**src/rtl/pcie_tlp_pkg.sv**
```systemverilog
// PCIe TLP header definitions shared by the Memory Write TX path: fmt/type codes,
// byte-enable constants and the 3DW/4DW header DW layouts.
package pcie_tlp_pkg;

  localparam logic [2:0] FMT_3DW_DATA = 3'b010;
  localparam logic [2:0] FMT_4DW_DATA = 3'b011;
  localparam logic [4:0] TYPE_MEM     = 5'b00000;
  localparam logic [3:0] BE_ALL       = 4'hF;
  localparam logic [3:0] BE_NONE      = 4'h0;

  typedef struct packed {
    logic [2:0] fmt;
    logic [4:0] typ;
    logic       rsv0;
    logic [2:0] tc;
    logic [3:0] rsv1;
    logic       td;
    logic       ep;
    logic [1:0] attr;
    logic [1:0] at;
    logic [9:0] length;
  } tlp_dw0_t;

  typedef struct packed {
    logic [15:0] req_id;
    logic [7:0]  tag;
    logic [3:0]  last_be;
    logic [3:0]  first_be;
  } tlp_req_dw1_t;

  // Low address DW: H2 of a 3DW header, H3 of a 4DW header
  typedef struct packed {
    logic [29:0] addr_lo;
    logic [1:0]  rsv;
  } tlp_addr_lo_t;

  typedef struct packed {
    logic [61:0] addr;
    logic [9:0]  len;
    logic [15:0] cid;
  } mwr_req_t;

endpackage

```
**src/rtl/mwr_hdr_gen.sv**
```systemverilog
// Combinational Memory Write header builder (H0..H3, is_4dw).
// 64-bit addressing only when PCIE_MWR_ADDR64_EN is defined.
module mwr_hdr_gen
  import pcie_tlp_pkg::*;
(
  input  mwr_req_t    req_i,
  output logic [31:0] h0_o,
  output logic [31:0] h1_o,
  output logic [31:0] h2_o,
  output logic [31:0] h3_o,
  output logic        is_4dw_o
);

  tlp_dw0_t     dw0;
  tlp_req_dw1_t dw1;
  tlp_addr_lo_t alo;

  always_comb begin
    dw0          = '0;
    dw0.typ      = TYPE_MEM;
    dw0.length   = req_i.len;
    dw1          = '0;
    dw1.req_id   = req_i.cid;
    dw1.first_be = BE_ALL;
    dw1.last_be  = (req_i.len > 10'd1) ? BE_ALL : BE_NONE;
    alo          = '{addr_lo: req_i.addr[29:0], rsv: 2'b00};
`ifdef PCIE_MWR_ADDR64_EN
    is_4dw_o     = |req_i.addr[61:30];
    dw0.fmt      = is_4dw_o ? FMT_4DW_DATA : FMT_3DW_DATA;
    h2_o         = is_4dw_o ? req_i.addr[61:30] : alo;
    h3_o         = is_4dw_o ? alo : 32'h0;
`else
    is_4dw_o     = 1'b0;
    dw0.fmt      = FMT_3DW_DATA;
    h2_o         = alo;
    h3_o         = 32'h0;
`endif
    h0_o         = dw0;
    h1_o         = dw1;
  end

`ifndef PCIE_MWR_ADDR64_EN
  // Upper address is screened out as a drop before it reaches here
  logic unused_addr_hi;
  assign unused_addr_hi = ^req_i.addr[61:30];
`endif

endmodule

```
**src/rtl/al_to_axis_pcie_mwr.sv**
```systemverilog
// Request + payload stream -> 7-series AXIS TX Memory Write TLPs, one TLP per request.
// Define PCIE_MWR_ADDR64_EN to emit 4DW headers for addresses above 4GB.
module al_to_axis_pcie_mwr
  import pcie_tlp_pkg::*;
#(
  parameter int MAX_LEN = 32,
  parameter int LEN_W   = 7
) (
  input  logic             clk,
  input  logic             rst_n,
  input  logic [15:0]      cfg_completer_id,
  input  logic             cfg_bus_master_en,
  input  logic             req_valid,
  output logic             req_ready,
  input  logic [61:0]      req_addr,
  input  logic [LEN_W-1:0] req_len,
  input  logic [31:0]      s_wdata,
  input  logic             s_wvalid,
  output logic             s_wready,
  output logic [63:0]      m_axis_tx_tdata,
  output logic [7:0]       m_axis_tx_tkeep,
  output logic             m_axis_tx_tlast,
  output logic             m_axis_tx_tvalid,
  input  logic             m_axis_tx_tready,
  output logic [3:0]       m_axis_tx_tuser,
  output logic             req_err,
  output logic [15:0]      tlp_count
);

  typedef enum logic [1:0] {IDLE, HDR0, HDR1, DATA} state_e;

  state_e           state_q, state_d;
  mwr_req_t         req_q, req_d;
  logic [LEN_W-1:0] rem_q, rem_d;
  logic [31:0]      lo_q, lo_d;
  logic             lo_vld_q, lo_vld_d;
  logic [63:0]      tdata_q, tdata_d;
  logic [7:0]       tkeep_q, tkeep_d;
  logic             tlast_q, tlast_d, tvalid_q, tvalid_d;
  logic             req_err_q, req_err_d;
  logic [15:0]      cnt_q;
  logic [31:0]      h0, h1, h2, h3;
  logic             is_4dw, out_free, accept, drop, addr_hi_bad, wr_hs;
  logic [11:0]      end_dw;

  mwr_hdr_gen u_hdr (.req_i(req_q), .h0_o(h0), .h1_o(h1), .h2_o(h2), .h3_o(h3), .is_4dw_o(is_4dw));

`ifdef PCIE_MWR_ADDR64_EN
  assign addr_hi_bad = 1'b0;
`else
  assign addr_hi_bad = |req_addr[61:30];
  logic unused_h3;
  assign unused_h3 = ^h3;
`endif

  // Dropped requests are still accepted so the requester never stalls on them
  assign end_dw    = 12'(req_addr[9:0]) + 12'(req_len);
  assign drop      = (req_len == '0) || (req_len > LEN_W'(MAX_LEN)) || (end_dw > 12'd1024) || addr_hi_bad;
  assign req_ready = rst_n && cfg_bus_master_en && (state_q == IDLE);
  assign accept    = req_valid && req_ready;
  assign out_free  = !tvalid_q || m_axis_tx_tready;

  always_comb begin
    s_wready = 1'b0;
    if (rem_q != '0) begin
      case (state_q)
        HDR1:    s_wready = !is_4dw && out_free;
        // First DW of a pair parks in lo_q; only a beat-completing DW needs the output slot
        DATA:    s_wready = (!lo_vld_q && rem_q != LEN_W'(1)) || out_free;
        default: s_wready = 1'b0;
      endcase
    end
  end

  always_comb begin
    state_d   = state_q;
    req_d     = req_q;
    rem_d     = rem_q;
    lo_d      = lo_q;
    lo_vld_d  = lo_vld_q;
    tdata_d   = tdata_q;
    tkeep_d   = tkeep_q;
    tlast_d   = tlast_q;
    tvalid_d  = tvalid_q && !m_axis_tx_tready;
    req_err_d = 1'b0;
    wr_hs     = s_wvalid && s_wready;
    case (state_q)
      IDLE: if (accept) begin
        if (drop) req_err_d = 1'b1;
        else begin
          req_d    = '{addr: req_addr, len: 10'(req_len), cid: cfg_completer_id};
          rem_d    = req_len;
          lo_vld_d = 1'b0;
          state_d  = HDR0;
        end
      end
      HDR0: if (out_free) begin
        tdata_d  = {h1, h0};
        tkeep_d  = 8'hFF;
        tlast_d  = 1'b0;
        tvalid_d = 1'b1;
        state_d  = HDR1;
      end
      HDR1: begin
`ifdef PCIE_MWR_ADDR64_EN
        if (is_4dw) begin
          if (out_free) begin
            tdata_d  = {h3, h2};
            tkeep_d  = 8'hFF;
            tlast_d  = 1'b0;
            tvalid_d = 1'b1;
            state_d  = DATA;
          end
        end else
`endif
        if (wr_hs) begin
          tdata_d  = {s_wdata, h2};
          tkeep_d  = 8'hFF;
          tlast_d  = (rem_q == LEN_W'(1));
          tvalid_d = 1'b1;
          rem_d    = rem_q - LEN_W'(1);
          state_d  = (rem_q == LEN_W'(1)) ? IDLE : DATA;
        end
      end
      DATA: if (wr_hs) begin
        rem_d = rem_q - LEN_W'(1);
        if (lo_vld_q) begin
          tdata_d  = {s_wdata, lo_q};
          tkeep_d  = 8'hFF;
          tlast_d  = (rem_q == LEN_W'(1));
          tvalid_d = 1'b1;
          lo_vld_d = 1'b0;
        end else if (rem_q == LEN_W'(1)) begin
          tdata_d  = {32'h0, s_wdata};
          tkeep_d  = 8'h0F;
          tlast_d  = 1'b1;
          tvalid_d = 1'b1;
        end else begin
          lo_d     = s_wdata;
          lo_vld_d = 1'b1;
        end
        if (rem_q == LEN_W'(1)) state_d = IDLE;
      end
      default: state_d = IDLE;
    endcase
  end

  always_ff @(posedge clk) begin
    if (!rst_n) begin
      state_q   <= IDLE;
      req_q     <= '0;
      rem_q     <= '0;
      lo_q      <= '0;
      lo_vld_q  <= 1'b0;
      tdata_q   <= '0;
      tkeep_q   <= '0;
      tlast_q   <= 1'b0;
      tvalid_q  <= 1'b0;
      req_err_q <= 1'b0;
      cnt_q     <= '0;
    end else begin
      state_q   <= state_d;
      req_q     <= req_d;
      rem_q     <= rem_d;
      lo_q      <= lo_d;
      lo_vld_q  <= lo_vld_d;
      tdata_q   <= tdata_d;
      tkeep_q   <= tkeep_d;
      tlast_q   <= tlast_d;
      tvalid_q  <= tvalid_d;
      req_err_q <= req_err_d;
      if (tvalid_q && m_axis_tx_tready && tlast_q) cnt_q <= cnt_q + 16'd1;
    end
  end

  assign m_axis_tx_tdata  = tdata_q;
  assign m_axis_tx_tkeep  = tkeep_q;
  assign m_axis_tx_tlast  = tlast_q;
  assign m_axis_tx_tvalid = tvalid_q;
  assign m_axis_tx_tuser  = 4'b0000;
  assign req_err          = req_err_q;
  assign tlp_count        = cnt_q;

endmodule
```
**config.mk**
```make
export PLATFORM = sky130hd
export DESIGN_NAME = al_to_axis_pcie_mwr
export DESIGN_NICKNAME = d
export VERILOG_FILES = /design/src/rtl/pcie_tlp_pkg.sv /design/src/rtl/mwr_hdr_gen.sv /design/src/rtl/al_to_axis_pcie_mwr.sv
export SDC_FILE = /design/constraint.sdc
export NUM_CORES = 1
export LEC_CHECK = 0
export ABC_AREA = 1
export ABC_CLOCK_PERIOD_IN_PS = 3200
export CAP_MARGIN = 20
export CORE_MARGIN = 10
export CORE_UTILIZATION = 51
export DETAILED_ROUTE_END_ITERATION = 7
export PLACE_DENSITY = 0.8
export RECOVER_POWER = 100
export SYNTH_ARGS = -nofsm -noshare
export SYNTH_HDL_FRONTEND = slang
export SYNTH_HIERARCHICAL = 1
export SYNTH_SLANG_ARGS = --single-unit
```
**constraint.sdc**
```tcl
create_clock -name clk -period 3.2 [get_ports clk]
set_input_delay 0.64 -clock clk [delete_from_list [all_inputs] [get_ports clk]]
set_output_delay 0.64 -clock clk [all_outputs]
set_load 0.005 [all_outputs]
```
Word level (Yosys, flattened, before mapping)
Index checks and enable logic that the tools add are counted.
{"block": "op_classes", "n_eq_ne": 13, "reduce_logical": 31, "n_addsub": 3, "magnitude_cmp": 3, "bitwise": 3, "muxes": 46}
{"operator": "$mux W64", "n": 5}
{"operator": "$pmux W64 S3", "n": 1}
{"operator": "$mux W8", "n": 5}
{"operator": "$reduce_or A32 Y1", "n": 1}
{"operator": "$pmux W8 S3", "n": 1}
{"operator": "$mux W7", "n": 3}
{"operator": "$mux W1", "n": 17}
{"operator": "$add A16 B1 Y16 const B", "n": 1}
{"operator": "$mux W2", "n": 7}
{"operator": "$pmux W7 S2", "n": 1}
{"operator": "$ne A2 B2 Y1 const B", "n": 6}
{"operator": "$reduce_and A4 Y1", "n": 3}
{"operator": "$add A10 B7 Y11", "n": 1}
{"operator": "$gt A11 B11 Y1 const B", "n": 1}
{"operator": "$logic_and A1 B1 Y1", "n": 8}
{"operator": "$pmux W2 S4", "n": 1}
{"operator": "$eq A7 B1 Y1 const B", "n": 1}
{"operator": "$gt A7 B1 Y1 const B", "n": 1}
{"operator": "$gt A7 B6 Y1 const B", "n": 1}
{"operator": "$logic_not A7 Y1", "n": 1}
{"operator": "$ne A7 B1 Y1 const B", "n": 1}
{"operator": "$reduce_bool A7 Y1", "n": 1}
{"operator": "$sub A7 B1 Y7 const B", "n": 1}
{"operator": "$pmux W1 S3", "n": 2}
{"operator": "other kinds (16)", "n": 28}
{"block": "totals", "input_bits": 123, "word_cells": 112, "regBits": 186, "output_inout_bits": 97}

Logic depth before layout (Yosys ltp)
{"block": "logic_depth", "word_depth": 8, "ltp_mapped": 16}

Cells and area by module
The synthesis kept the hierarchy.
{"module": "al_to_axis_pcie_mwr", "n_inst": 1, "cells_per_inst": 1233, "seq_area_each_um2": 4244.1, "area_per_inst_um2": 9460.3}
{"module": "mwr_hdr_gen", "n_inst": 1, "cells_per_inst": 137, "seq_area_each_um2": 0.0, "area_per_inst_um2": 998.5}

Least setup slack after synthesis
Ideal clock, no wire load.
{"block": "synth_timing", "path_kind": "input -> register", "from": "input port req_addr[0]", "to": "register req_q[44] (netlist bit)", "slack_ps": 659, "path_buffers": 2, "setup_time_ps": 116, "cell_stages": 16, "t_arrival_ps": 2425, "cell_sequence": "ha_1 -> inv_1 -> fa_1 -> inv_1 -> nor2_1 -> nand2_1 -> nor2_1 -> nand3_1 -> nor2_1 -> nand4_1 -> nand2_2 -> nand3_2 -> buf_6 -> buf_6 -> o21ai_1 -> a21oi_1"}
{"block": "synth_via", "elab_chain_len": 6}
{"element": "from (decl)", "line_no": "al_to_axis_pcie_mwr.sv:15", "source": "input logic [61:0] req_addr,"}
{"element": "$add A10 B7 Y11", "line_no": "al_to_axis_pcie_mwr.sv:57", "source": "assign end_dw = 12'(req_addr[9:0]) + 12'(req_len);"}
{"element": "$gt A11 B11 Y1", "line_no": "al_to_axis_pcie_mwr.sv:58", "source": "assign drop = (req_len == '0) || (req_len > LEN_W'(MAX_LEN)) || (end_dw > 12'd1024) || addr_hi_bad;"}
{"element": "$logic_or A1 B1 Y1 (2 in a row)", "line_no": "al_to_axis_pcie_mwr.sv:58"}
{"element": "$not A1 Y1 (no line)"}
{"element": "$reduce_and A3 Y1 (no line)"}
{"element": "to (signal assigned)", "line_no": "al_to_axis_pcie_mwr.sv:163", "source": "req_q <= req_d;"}
{"element": "to (decl)", "line_no": "al_to_axis_pcie_mwr.sv:33", "source": "mwr_req_t req_q, req_d;"}
No other way between the ends.
A chain may end at the register's enable or synchronous reset.

Final worst setup path
{"block": "layout_timing", "from": "input port req_len[0]", "to": "register req_q[16] (netlist bit)"}
{"block": "layout_via", "elab_chain_len": 6, "elab_cells_between_ends": 9, "cone_classes": "add/sub: 1; order compare: 2; bitwise: 1; reduce/logical: 5"}
{"element": "from (decl)", "line_no": "al_to_axis_pcie_mwr.sv:16", "source": "input logic [LEN_W-1:0] req_len,"}
{"element": "$add A10 B7 Y11 (tied with other cells)", "line_no": "al_to_axis_pcie_mwr.sv:57"}
{"element": "$gt A11 B11 Y1 or $logic_or A1 B1 Y1 (tied branches)", "line_no": "al_to_axis_pcie_mwr.sv:58"}
{"element": "$logic_or A1 B1 Y1 (2 in a row)", "line_no": "al_to_axis_pcie_mwr.sv:58"}
{"element": "$not A1 Y1 (no line)"}
{"element": "$reduce_and A3 Y1 (no line)"}
Parallel ways exist; a longest one is shown, timed or not.

==> qor.yml <==
yosys:
  synth_cells: 1238
  syn-cell-area_mm2: 0.00928
  yosysWarnings: 6
  avgSynthCellArea_um2: 7.50
cells_and_area:
  nets: 1492
  drive_gt1_frac: 0.0651
  syn_to_final_growth_pct: 23.5
  fin_cells: 1596
  layout_common_cells: "a21oi_1, o21ai_0, dfxtp_1"
  fillers: 1553
  antenna_cells: 0
  layout_commonest_cell: "a21oi_1"
timing:
  grt_setup_unrepaired: "no"
  setup_tns_ns: 0
  min_period_ns: 3.02
  fin_crit_sh: 0.942
  slew_viol_final: 0
  setup_viol: 0
  max_clock_freq_mhz: 332
  clock_skew_ns: 0.00956
  fin_ws_ns: 0.185
  relSlewSlack: 0.317
  tightest_slew_ns: 1.02
  finalHoldViolCount: 0
critical_path:
  cp-end-kind: "register"
  r2r_slack_ns: 0.38
  critical_path.max_fanout: 50
  max_stage_delay_ns: 0.58
  crit_path_cell_trace: "dlygate4sd3_1 -> ha_1 -> inv_1 -> fa_1 -> inv_1 -> nor2_1 -> nand2_1 -> nor2_1 -> nand3_1 -> nor2_1 -> nand4_1 -> nand2_2 -> nand3_4 -> buf_4 -> o21ai_0 -> a21oi_1"
  crit_top_cell: "nor2_1"
  crit_arrival_ns: 3.32
  critPathLaunchType: "primary input"
  critPathSlowestCell: "dlygate4sd3_1"
  cp.required_ns: 3.51
  critical_path_class: "in2reg"
pwr:
  p_leak_nw: 4.60
  clockPowerShare: 0.451
  vdd_drop_max_mv: 0.391
  pwr-share-comb: 0.076
  power.density_mw_per_mm2: 413
  switching_share: 0.239
  power_frac_seq: 0.473
  p_int_w: 0.00361
  power_switching_w: 0.00113
clocking:
  clk_latency_ns: 0.44
  postCtsHoldBufs: 0
  clock_sink_count: 180
  cts_tree: "built"
  cts_resized: 0
  cts_buffers: 17
  cts_buffer_depth: 2
  cts.clk_slew.worst_paths_ns: 0.07
  cts_post_setup_buffers_inserted: 0
  cts.root.buffer_cell: "clkbuf_16"
  cts_max_level: 4
die:
  fp-row-count: 49
  die_area_mm2: 0.0240
  fp.coreArea_mm2: 0.0179
  die_w_um: 155
  initial_utilization: 0.518
  ios: 220
  dieHeight_um: 155
global_routing:
  grt_pass1_wl_um: 42400
  overflow: 0
  antenna_found_initial: 1
  grt_pass1_vias: 8199
  grt_max_degree: 88
  track_usage: 0.215
drt:
  vias: 8370
  wl_per_cell_um: 16.5
  drtIter0Drc: 681
  drc: 0
  antenna_left: 0
  vias_per_cell: 5.24
  drtPass1Iterations: 5
  wirelength_um: 26300
hold_path:
  worstHoldPathType: "reg2reg"
place:
  post-place-ws_ns: -0.0905
  gp_congestion: 0.880
  dp_cells: 1564
  io_buffers: 215
  post-dp-hpwl_um: 18800
job:
  cap_violations: 0
outcome:
  status: "completed"
[final timing paths]
| path | from | end | depth (start not counted) |
|---|---|---|---|
| worst min-delay path | req_q[48] | req_q[48] | 2 |
| worst max-delay path | req_len[0] | req_q[16] | 16 |
| worst max register to register | state_q[1] | m_axis_tx_tdata[19] | 12 |
| worst min register to register | req_q[48] | req_q[48] | 2 |
[registers in the layout, indices dropped and copies added (netlist names)]
name,count
state_q,2
tlp_count,16
m_axis_tx_tdata,64
rem_q,7
req_q,53
m_axis_tx_tvalid,1
req_err,1
lo_vld_q,1
m_axis_tx_tlast,1
lo_q,32
m_axis_tx_tkeep,2
[through the flow]
stage | power [W] | area (um2) | hold slack (ns) | util
detailed placement | 0.00265 | 11000 | 0.437 | 0.612
CTS | 0.00477 | 11600 | 0.447 | 0.645
global route | 0.00490 | 11500 | 0.468 | 0.640
floorplan | 0.00248 | 9450 | 0.424 | -
global placement | 0.00265 | 11000 | 0.432 | 0.612
finish | 0.00474 | 11500 | 0.447 | 0.640
[power groups by stage]
stage / combinational [W] / sequential, W / clock [W]
after floorplan: 0.000190 / 0.00229 / 0
after global placement: 0.000354 / 0.00229 / 0
after detailed placement: 0.000357 / 0.00229 / 0
after CTS: 0.000359 / 0.00224 / 0.00217
after global routing: 0.000397 / 0.00224 / 0.00227
final: 0.000359 / 0.00224 / 0.00214
[cell type report]
type	count	area [um2]	area share
well taps	229	287	0.0250
inverters	139	524	0.0457
clock buffers	17	425	0.0371
clock inverters	15	169	0.0147
repair buffers	236	2360	0.206
flip-flops and latches	180	3600	0.314
multi-input cells	780	4090	0.357
[layer usage]
metal  part of all wire  vias to the layer above  global-route usage
li1                   -                     4225                   -
met1               0.41                     3824               0.247
met2               0.48                      274               0.360
met3              0.080                       45              0.0744
met4              0.023                        2              0.0823
met5            0.00049                        -                   0
[critical path: cells and delay by family]
kind                     cells  cell delay [ns]
buffers and inverters        4             0.97
AO/OA/AOI/OAI                2             0.31
adder cells (fa/ha/maj)      2             0.67
AND/OR/NAND/NOR              8             0.74
Power figures use the tool's default switching activity.
